## config.mk

```make
export PLATFORM = sky130hd
export DESIGN_NAME = mips_mc_ctrl
export DESIGN_NICKNAME = d
export VERILOG_FILES = /design/src/rtl/mips_mc_pkg.sv /design/src/rtl/mips_mc_memwait.sv /design/src/rtl/mips_mc_ctrl.sv
export SDC_FILE = /design/constraint.sdc
export NUM_CORES = 1
export LEC_CHECK = 0
export CORE_MARGIN = 2
export CORE_UTILIZATION = 40
export DETAILED_ROUTE_END_ITERATION = 8
export PLACE_DENSITY = 0.68
export SLEW_MARGIN = 10
export SYNTH_ARGS = -nofsm -noshare
export SYNTH_HDL_FRONTEND = slang
export SYNTH_HIERARCHICAL = 1
export SYNTH_SLANG_ARGS = --single-unit
```

## constraint.sdc

```tcl
create_clock -name clk -period 3.9 [get_ports clk]
set_clock_uncertainty 0.2 [all_clocks]
set_input_delay 0.78 -clock clk [delete_from_list [all_inputs] [get_ports clk]]
set_output_delay 0.78 -clock clk [all_outputs]
set_load 0.005 [all_outputs]
```

## src/rtl/mips_mc_pkg.sv

```systemverilog
// Shared types and encodings for the multicycle MIPS control slice:
// state enum, opcode/funct constants, datapath mux encodings and decode helpers.
package mips_mc_pkg;

    typedef enum logic [3:0] {
        S_FETCH    = 4'd0,
        S_DECODE   = 4'd1,
        S_RTYPE    = 4'd2,
        S_ALU_WB   = 4'd3,
        S_JR       = 4'd4,
        S_IMM      = 4'd5,
        S_IMM_WB   = 4'd6,
        S_LUI      = 4'd7,
        S_MEM_ADDR = 4'd8,
        S_MEM_RD   = 4'd9,
        S_MEM_WB   = 4'd10,
        S_MEM_WR   = 4'd11,
        S_BRANCH   = 4'd12,
        S_JUMP     = 4'd13,
        S_JAL      = 4'd14,
        S_TRAP     = 4'd15
    } state_t;

    localparam logic [5:0] OP_RTYPE = 6'h00, OP_J    = 6'h02, OP_JAL   = 6'h03;
    localparam logic [5:0] OP_BEQ   = 6'h04, OP_BNE  = 6'h05;
    localparam logic [5:0] OP_ADDI  = 6'h08, OP_ADDIU = 6'h09, OP_SLTI = 6'h0A;
    localparam logic [5:0] OP_SLTIU = 6'h0B, OP_ANDI = 6'h0C, OP_ORI  = 6'h0D;
    localparam logic [5:0] OP_XORI  = 6'h0E, OP_LUI  = 6'h0F;
    localparam logic [5:0] OP_LB    = 6'h20, OP_LH   = 6'h21, OP_LW   = 6'h23;
    localparam logic [5:0] OP_LBU   = 6'h24, OP_LHU  = 6'h25;
    localparam logic [5:0] OP_SB    = 6'h28, OP_SH   = 6'h29, OP_SW   = 6'h2B;
    localparam logic [5:0] FN_JR    = 6'h08;

    localparam logic [2:0] ALU_ADD = 3'd0, ALU_SUB = 3'd1, ALU_RTYPE = 3'd2, ALU_AND = 3'd3;
    localparam logic [2:0] ALU_OR  = 3'd4, ALU_XOR = 3'd5, ALU_SLT   = 3'd6, ALU_SLTU = 3'd7;

    localparam logic [1:0] PC_ALU = 2'd0, PC_ALUOUT = 2'd1, PC_JUMP = 2'd2, PC_RS = 2'd3;
    localparam logic [1:0] A_PC = 2'd0, A_RS = 2'd1, A_ZERO = 2'd2;
    localparam logic [2:0] B_RT = 3'd0, B_FOUR = 3'd1, B_IMM = 3'd2, B_IMMSH2 = 3'd3, B_LUI = 3'd4;
    localparam logic [1:0] WB_ALUOUT = 2'd0, WB_MDR = 2'd1, WB_PC = 2'd2;
    localparam logic [1:0] RD_RT = 2'd0, RD_RD = 2'd1, RD_RA = 2'd2;
    localparam logic [1:0] SZ_WORD = 2'd0, SZ_HALF = 2'd1, SZ_BYTE = 2'd2;

    function automatic logic isValidFunct(input logic [5:0] f);
        case (f)
            6'h00, 6'h02, 6'h03, 6'h04, 6'h06, 6'h07, 6'h08,
            6'h20, 6'h21, 6'h22, 6'h23, 6'h24, 6'h25, 6'h26, 6'h27,
            6'h2A, 6'h2B: return 1'b1;
            default:      return 1'b0;
        endcase
    endfunction

    function automatic logic isLoad(input logic [5:0] op);
        return (op == OP_LB) || (op == OP_LH) || (op == OP_LW) ||
               (op == OP_LBU) || (op == OP_LHU);
    endfunction

    function automatic logic isStore(input logic [5:0] op);
        return (op == OP_SB) || (op == OP_SH) || (op == OP_SW);
    endfunction

    function automatic logic [1:0] memSize(input logic [5:0] op);
        case (op)
            OP_LB, OP_LBU, OP_SB: return SZ_BYTE;
            OP_LH, OP_LHU, OP_SH: return SZ_HALF;
            default:              return SZ_WORD;
        endcase
    endfunction

    function automatic logic memSignExt(input logic [5:0] op);
        return !((op == OP_LBU) || (op == OP_LHU));
    endfunction

    function automatic logic [2:0] immAluOp(input logic [5:0] op);
        case (op)
            OP_SLTI:  return ALU_SLT;
            OP_SLTIU: return ALU_SLTU;
            OP_ANDI:  return ALU_AND;
            OP_ORI:   return ALU_OR;
            OP_XORI:  return ALU_XOR;
            default:  return ALU_ADD;
        endcase
    endfunction

    // Logical immediates are zero-extended; arithmetic and compares sign-extend.
    function automatic logic immSignExt(input logic [5:0] op);
        return (op == OP_ADDI) || (op == OP_ADDIU) || (op == OP_SLTI) || (op == OP_SLTIU);
    endfunction

    function automatic state_t dispatch(input logic [5:0] op, input logic [5:0] fn);
        if (op == OP_RTYPE) begin
            if (!isValidFunct(fn)) return S_TRAP;
            return (fn == FN_JR) ? S_JR : S_RTYPE;
        end
        if (op == OP_J)                      return S_JUMP;
        if (op == OP_JAL)                    return S_JAL;
        if (op == OP_BEQ || op == OP_BNE)    return S_BRANCH;
        if (op >= OP_ADDI && op <= OP_XORI)  return S_IMM;
        if (op == OP_LUI)                    return S_LUI;
        if (isLoad(op) || isStore(op))       return S_MEM_ADDR;
        return S_TRAP;
    endfunction

endpackage

```

## src/rtl/mips_mc_memwait.sv

```systemverilog
// Wait-state tracker for the shared memory port: flags access completion and
// a request left unacknowledged for MEM_TIMEOUT cycles.
module mips_mc_memwait #(
    parameter int MEM_TIMEOUT = 16
) (
    input  logic clk,
    input  logic rst,
    input  logic active,
    input  logic mem_ack,
    output logic done,
    output logic timeout
);

    logic [7:0] waitCnt;

    always_ff @(posedge clk) begin
        if (!rst) begin
            waitCnt <= '0;
        end else if (!active || mem_ack) begin
            waitCnt <= '0;
        end else begin
            waitCnt <= waitCnt + 8'd1;
        end
    end

    assign done = active & mem_ack;
    // Fires on the waiting cycle that brings the count up to MEM_TIMEOUT.
    assign timeout = active & ~mem_ack & (waitCnt == 8'(MEM_TIMEOUT - 1));

endmodule

```

## src/rtl/mips_mc_ctrl.sv

```systemverilog
// Multicycle MIPS control FSM: sequences fetch/decode/execute/mem/writeback over a
// shared req/ack memory port, traps on illegal opcodes and timeouts, counts retirements.
module mips_mc_ctrl
    import mips_mc_pkg::*;
#(
    parameter int MEM_TIMEOUT = 16,
    parameter int CNT_W       = 32
) (
    input  logic             clk,
    input  logic             rst,
    input  logic [5:0]       opcode,
    input  logic [5:0]       funct,
    input  logic             zero,
    input  logic             mem_ack,
    output logic             mem_req,
    output logic             mem_we,
    output logic             iord,
    output logic [1:0]       sig_size,
    output logic             ext_type,
    output logic             ir_we,
    output logic             pc_we,
    output logic [1:0]       pc_src,
    output logic [1:0]       alu_src_a,
    output logic [2:0]       alu_src_b,
    output logic [2:0]       alu_op,
    output logic             reg_we,
    output logic [1:0]       reg_dst,
    output logic [1:0]       wb_sel,
    output logic             trap,
    output logic [CNT_W-1:0] instret,
    output logic [3:0]       dbgState
);

    state_t state;
    logic   rstDone;
    logic   live;
    logic   memDone;
    logic   memTimeout;
    logic   retire;

    // Outputs stay quiet while reset is held and for the first cycle after release.
    assign live     = rstDone & rst;
    assign trap     = (state == S_TRAP);
    assign dbgState = state;

    mips_mc_memwait #(.MEM_TIMEOUT(MEM_TIMEOUT)) uWait (
        .clk     (clk),
        .rst     (rst),
        .active  (mem_req),
        .mem_ack (mem_ack),
        .done    (memDone),
        .timeout (memTimeout)
    );

    always_comb begin
        case (state)
            S_ALU_WB, S_IMM_WB, S_MEM_WB, S_JR, S_JUMP, S_JAL, S_BRANCH: retire = 1'b1;
            S_MEM_WR: retire = memDone;
            default:  retire = 1'b0;
        endcase
    end

    always_ff @(posedge clk) begin
        if (!rst) begin
            state   <= S_FETCH;
            rstDone <= 1'b0;
            instret <= '0;
        end else begin
            rstDone <= 1'b1;
            if (retire) instret <= instret + {{(CNT_W-1){1'b0}}, 1'b1};
            case (state)
                S_FETCH: begin
                    if (memTimeout)   state <= S_TRAP;
                    else if (memDone) state <= S_DECODE;
                end
                S_DECODE:   state <= dispatch(opcode, funct);
                S_RTYPE:    state <= S_ALU_WB;
                S_IMM:      state <= S_IMM_WB;
                S_LUI:      state <= S_IMM_WB;
                S_MEM_ADDR: state <= isLoad(opcode) ? S_MEM_RD : S_MEM_WR;
                S_MEM_RD: begin
                    if (memTimeout)   state <= S_TRAP;
                    else if (memDone) state <= S_MEM_WB;
                end
                S_MEM_WR: begin
                    if (memTimeout)   state <= S_TRAP;
                    else if (memDone) state <= S_FETCH;
                end
                S_TRAP:     state <= S_TRAP;
                default:    state <= S_FETCH;
            endcase
        end
    end

    always_comb begin
        mem_req   = 1'b0;
        mem_we    = 1'b0;
        iord      = 1'b0;
        sig_size  = SZ_WORD;
        ext_type  = 1'b0;
        ir_we     = 1'b0;
        pc_we     = 1'b0;
        pc_src    = PC_ALU;
        alu_src_a = A_PC;
        alu_src_b = B_RT;
        alu_op    = ALU_ADD;
        reg_we    = 1'b0;
        reg_dst   = RD_RT;
        wb_sel    = WB_ALUOUT;
        if (live) begin
            case (state)
                S_FETCH: begin
                    mem_req   = 1'b1;
                    alu_src_b = B_FOUR;
                    ir_we     = mem_ack;
                    pc_we     = mem_ack;
                end
                S_DECODE: begin
                    alu_src_b = B_IMMSH2;
                    ext_type  = 1'b1;
                end
                S_RTYPE: begin
                    alu_src_a = A_RS;
                    alu_op    = ALU_RTYPE;
                end
                S_ALU_WB: begin
                    reg_we  = 1'b1;
                    reg_dst = RD_RD;
                end
                S_JR: begin
                    pc_we  = 1'b1;
                    pc_src = PC_RS;
                end
                S_IMM: begin
                    alu_src_a = A_RS;
                    alu_src_b = B_IMM;
                    alu_op    = immAluOp(opcode);
                    ext_type  = immSignExt(opcode);
                end
                S_IMM_WB: reg_we = 1'b1;
                S_LUI: begin
                    alu_src_a = A_ZERO;
                    alu_src_b = B_LUI;
                end
                S_MEM_ADDR: begin
                    alu_src_a = A_RS;
                    alu_src_b = B_IMM;
                    ext_type  = 1'b1;
                end
                // Wait states repeat the address computation so ALUOut holds still.
                S_MEM_RD: begin
                    mem_req   = 1'b1;
                    iord      = 1'b1;
                    sig_size  = memSize(opcode);
                    ext_type  = memSignExt(opcode);
                    alu_src_a = A_RS;
                    alu_src_b = B_IMM;
                end
                S_MEM_WB: begin
                    reg_we   = 1'b1;
                    wb_sel   = WB_MDR;
                    sig_size = memSize(opcode);
                    ext_type = memSignExt(opcode);
                end
                S_MEM_WR: begin
                    mem_req   = 1'b1;
                    mem_we    = 1'b1;
                    iord      = 1'b1;
                    sig_size  = memSize(opcode);
                    ext_type  = memSignExt(opcode);
                    alu_src_a = A_RS;
                    alu_src_b = B_IMM;
                end
                S_BRANCH: begin
                    alu_src_a = A_RS;
                    alu_op    = ALU_SUB;
                    pc_src    = PC_ALUOUT;
                    pc_we     = ((opcode == OP_BEQ) & zero) | ((opcode == OP_BNE) & ~zero);
                end
                S_JUMP: begin
                    pc_we  = 1'b1;
                    pc_src = PC_JUMP;
                end
                S_JAL: begin
                    pc_we   = 1'b1;
                    pc_src  = PC_JUMP;
                    reg_we  = 1'b1;
                    reg_dst = RD_RA;
                    wb_sel  = WB_PC;
                end
                default: ;
            endcase
        end
    end

endmodule

```

### Word-level counts from Yosys, hierarchy flattened

Memories as Yosys holds them, arrays and structs flattened.
Index checks and enable logic that the tools add are counted.

* output and inout port bits: 60
* input bits: 16
* memories kept: 1
* flip-flop bits (word level): 45
* logic and storage cells: 205
* memory bits (read-only): 64

Memory list
* (no name shown): depth 64, width 1, rd ports 1, clocked after Yosys merged registers in 0, wr ports 0, RTL line mips_mc_pkg.sv:45 `case (f)`

* add/sub/neg operators: 2
* bitwise gates (word level): 10
* eq/ne operators: 40
* magnitude comparators: 2
* reductions and logical operators: 33
* multiplexer cells: 113

Operator list (count)
* $mux W4: 29
* $mux W1: 62
* $eq A6 B4 Y1 const B: 9
* $eq A6 B6 Y1 const B: 8
* $add A32 B1 Y32 const B: 1
* $eq A4 B4 Y1 const B: 8
* $pmux W4 S8: 1
* $eq A4 B3 Y1 const B: 4
* $pmux W2 S2: 4
* $pmux W3 S5: 1
* $reduce_or A3 Y1: 5
* $mux W2: 7
* $logic_or A1 B1 Y1: 13
* $eq A6 B2 Y1 const B: 2
* $eq A6 B3 Y1 const B: 2
* $pmux W3 S4: 1
* $reduce_or A2 Y1: 5
* $mux W3: 3
* $ne A3 B3 Y1 const B: 3
* $pmux W3 S3: 1
* $add A8 B1 Y8 const B: 1
* $eq A4 B2 Y1 const B: 2
* $eq A8 B4 Y1 const B: 1
* $reduce_or A4 Y1: 2
* other kinds (16): 25

### Longest topological paths before layout

* word-level depth: 45
* gate-level depth with buffers: 12
* depth with buffers taken out: 10

### Modules after synthesis

Netlist, hierarchy kept.

By module, submodules not included
* mips_mc_ctrl: sequential area each 740.7 um^2, instances 1, area each 2431.1 um^2, cells an instance 336
* mips_mc_memwait: sequential area each 160.2 um^2, instances 1, area each 329.1 um^2, cells an instance 37

### Worst setup path before layout

Ideal clock, no wire load.

* path kind: register to register
* start point: register state[3] (netlist: dbgState[3])
* end point: register state[0] (netlist: dbgState[0])
* arrival time: 2.873 ns
* clock period less this slack: 3.143 ns
* cell stages (with the launch flop): 12
* path slack: 0.757 ns
* path through: dfxtp_1 clkbuf_1 buf_1 a21oi_1 nor3_1 or4b_1 nor4_1 clkbuf_1 o32ai_1 a211oi_1 o21ai_0 a21oi_1

* word-level cells in the longest chain between the ends: 8

Ends and longest elaborated chain
* start, declared: RTL line mips_mc_ctrl.sv:34 `state_t state;`
* start signal, assigned: RTL line mips_mc_ctrl.sv:76 `S_DECODE: state <= dispatch(opcode, funct);`
* start signal, assigned: RTL line mips_mc_ctrl.sv:80 `S_MEM_ADDR: state <= isLoad(opcode) ? S_MEM_RD : S_MEM_WR;`
* $eq A4 B4 Y1 or $logic_not A4 Y1 (tied branches): RTL line mips_mc_ctrl.sv:111 `case (state)`
* $reduce_or A3 Y1 (no line) *
* $mux W1 *: RTL line mips_mc_ctrl.sv:111
* $mux W1 *: RTL line mips_mc_ctrl.sv:110 `if (live) begin`
* via mem_req: RTL line mips_mc_ctrl.sv:15 `output logic mem_req,`
* $and A1 B1 Y1 * (2 in series): RTL line mips_mc_memwait.sv:28 `assign timeout = active & ~mem_ack & (waitCnt == 8'(MEM_TIMEOUT - 1));`
* via memTimeout: RTL line mips_mc_ctrl.sv:38 `logic memTimeout;`
* $mux W4 (tied with other cells): RTL line mips_mc_ctrl.sv:86 `if (memTimeout) state <= S_TRAP;`
* $pmux W4 S8 or $reduce_and A3 Y1 (tied branches)

The timed path passes the listed nets; every way through them passes the cells marked *.
A chain may end at the register's enable or synchronous reset.

### Final worst setup path

* start point: input opcode[5]
* end point: output sig_size[1]

* word-level cells in the longest chain between the ends: 5

Ends and longest elaborated chain
* start, declared: RTL line mips_mc_ctrl.sv:11 `input logic [5:0] opcode,`
* $eq A6 B6 Y1: RTL line mips_mc_pkg.sv:63 `case (op)`
* $reduce_or A3 Y1: RTL line mips_mc_pkg.sv:63
* $pmux W2 S2 *: RTL line mips_mc_pkg.sv:63
* $mux W2 *
* $mux W2 *: RTL line mips_mc_ctrl.sv:110
* end, declared: RTL line mips_mc_ctrl.sv:18 `output logic [1:0] sig_size,`

Mark *: on every way between the ends. The rest lies on a longest branch, timed or not.

==> results.toml <==
[route]
via_per_inst = 5.73
first_pass_iters = 4
drc = 0
routedWlPerCell_um = 13.9
ant_nets = 0
drt_iter0_drc = 159
wirelength_um = 7450
dr_total_vias = 3068

[setup_path]
crit_path_end_kind = "output port"
path_cells = "clkdlybuf4s50_1 -> buf_4 -> nand2b_1 -> or3_1 -> nor4b_1 -> clkdlybuf4s50_1"
crit_family = "buffers and inverters"
cp.required_ns = 2.92
critPathLaunchType = "input port"
worstSetupPathType = "in2out"
max_stage_delay_ns = 0.57
reg2reg_depth = 9
cp.depth = 6
cpMaxStageDelayCell = "clkdlybuf4s50_1"
critPathArrivalTime_ns = 2.74
cp_max_fo = 8
crit_top_cell = "clkdlybuf4s50_1"
crit_buf_inv = 3

[layout]
drive_above_1_share_pct = 6.15
final_util_pct = 56.2
areaGrowthSynthToFinish_pct = 36.9
num_antenna_cells = 0
final_net_count = 472
fillCellCount = 626

[place]
hpwl_um = 5460
dp_slack_ns = 0.0399
place.gp.congestion = 0.909
port_buffers = 75

[power_and_ir_drop]
power.share.clock_pct = 36.5
power.density_nw_per_um2 = 256
internal_power_w = 0.000722
seqPwrFrac_pct = 49.1
sw_frac_of_total_pct = 25.2
ir_drop_uv = 125
power.share.combinational_pct = 14.4
power.total_w = 0.000966
p_switching_w = 0.000244
p_leak_nw = 1.19

[timing]
setup_ws_ns = 0.180
final.setup.tns_ns = 0
setup_viol = 0
rsz0062_at_grt = "false"
relSlewSlack_pct = 48.9
drv_slew = 0
fin_crit_sh_pct = 95.4
min_period_ns = 3.72
max_freq_ghz = 0.269
tightest_slew_ns = 0.759
fin_hold_ws_ns = 0.272
hold_viol = 0

[synthesis]
synth.most_common_cell = "dfxtp_1"
synth.distinct_cells = 54
synth_seq_cells = 45
yosysTopAreaCellShare_pct = 32.6
synthesis.nets = 391
synth_area_um2 = 2760
synth_commonest_cells = "45 x dfxtp_1, 41 x nor2_1, 40 x a21oi_1, 30 x o21ai_0, 26 x or3_1"
ys_async_sr_fraction_pct = 0
synth_seq_area_share_pct = 32.6
syn_area_per_cell_um2 = 7.40
synth_top_cell_by_area = "dfxtp_1"
synthFlopType = "dfxtp_1"
synth_area_leaders = "dfxtp_1 33%, a21oi_1 7.3%, or3_1 5.9%"
syn_inst = 373
synth_edf_count = 0
yosys_warnings = 6

[grt]
met3_usage_pct = 5.02
grt_start_max_net_pins = 35
grt_busiest_layer = "met2"
use_met2_pct = 31.6
grt_antenna_before_repair = 0
met1_usage_pct = 27.0
grt_overflow_total = 0
grt_usage_pct = 20.0
grt_pass1_vias = 2662
grt_pass1_wl_um = 12400

[cts]
clk_latency_ns = 0.30
cts_htree_levels = 2
numCtsBuffers = 5
cts_tree = "yes"
post_cts_buffers = 0
cts_root_buffer = "clkbuf_8"
cts_max_path_buffers = 2
cts.sinks = 45
clk_pin_slew_worst_paths_ns = 0.09

[job]
maxCapViolations = 0

[die]
core_area_um2 = 6720
initial_core_util_pct = 41.1
row_count = 30
die_h_um = 87.1
io_pins = 76
die_x_um = 87.1
die-area_um2 = 7580

[min_path]
whs_path_depth = 1
hold_class = "reg2reg"

[run_status]
status = "finished clean"
-- metrics by stage --
stage          area [µm²]  instances
2_1_floorplan        2760        373
3_3_place_gp         3660        527
3_5_place_dp         3660        527
4_1_cts              3770        535
5_1_grt              3780        535
6_report             3780        535
-- timing repair --
item | CTS | global route
hold buffers | 0 | 0
gates resized for setup | 0 | 2
endpoints found under the setup margin | 0 | 2
-- cell usage in the layout (no fill, tap or decap), types with 3 or more instances in the layout --
cell type | Yosys | routed
clkbuf_8 | 0 | 5
o31ai_1 | 5 | 5
a211oi_1 | 6 | 6
a21oi_1 | 40 | 40
inv_1 | 12 | 12
a31oi_1 | 4 | 4
nor2_1 | 41 | 41
or3_1 | 26 | 26
clkdlybuf4s50_1 | 0 | 74
or4_1 | 5 | 5
nor4_1 | 8 | 8
nor3_1 | 12 | 12
dfxtp_1 | 45 | 45
xor2_1 | 3 | 3
xnor2_1 | 10 | 10
nand4_1 | 9 | 9
nand2b_1 | 7 | 7
or2_2 | 3 | 3
and3_1 | 3 | 3
a32oi_1 | 3 | 3
mux2i_1 | 4 | 4
o21ai_0 | 30 | 30
nand3b_1 | 3 | 3
nand3_1 | 15 | 15
buf_4 | 0 | 16
nand2_1 | 25 | 25
-- path summary, 6_finish.rpt --
| path | from | end | slack (ns) |
|---|---|---|---|
| worst max register to register | dbgState[0] | instret[23] | 0.58 |
| worst max-delay path | opcode[5] | sig_size[1] | 0.18 |
| worst min register to register | uWait/waitCnt[0] | uWait/waitCnt[0] | 0.27 |
| worst min-delay path | uWait/waitCnt[0] | uWait/waitCnt[0] | 0.27 |
-- routing by layer --
| metal | vias to the layer above | wire length [µm] |
|---|---|---|
| li1 | 1552 | - |
| met3 | 9 | 477 |
| met2 | 83 | 3310 |
| met4 | 0 | 105 |
| met5 | - | 0 |
| met1 | 1424 | 3560 |
-- power by group through the flow --
stage	Clock [W]	Sequential (W)	Combinational [W]
2_1_floorplan	0	0.000479	0.0000795
3_3_place_gp	0	0.000485	0.000137
3_5_place_dp	0	0.000485	0.000138
4_1_cts	0.000365	0.000475	0.000139
5_1_grt	0.000378	0.000476	0.000153
6_report	0.000353	0.000475	0.000139
-- sequential cells by signal (all words and copies together) (netlist names) --
signal / count
dbgState: 4
instret: 32
rstDone: 1
uWait/waitCnt: 8
-- cells by family (layout without fill, tap and decap cells) --
group,count (synthesis),in the layout,share of synthesized area (%)
compound gates,110,110,24.3
simple gates,168,168,32.0
fa+ha+maj,2,2,0.906
buf+inv,31,113,4.53
flops,45,45,32.6
xor+xnor,13,13,4.13
mux,4,4,1.45
-- area by class of cell --
class                   instances  area, µm²  share of cell area [%]
well taps                      80        100                    2.65
flip-flops and latches         45        901                    23.8
clock inverters                 2       38.8                    1.03
multi-input cells             297       1740                    46.0
inverters                      14       52.6                    1.39
clock buffers                   6       72.6                    1.92
repair buffers                 91        873                    23.1
Power figures use the tool's default switching activity.
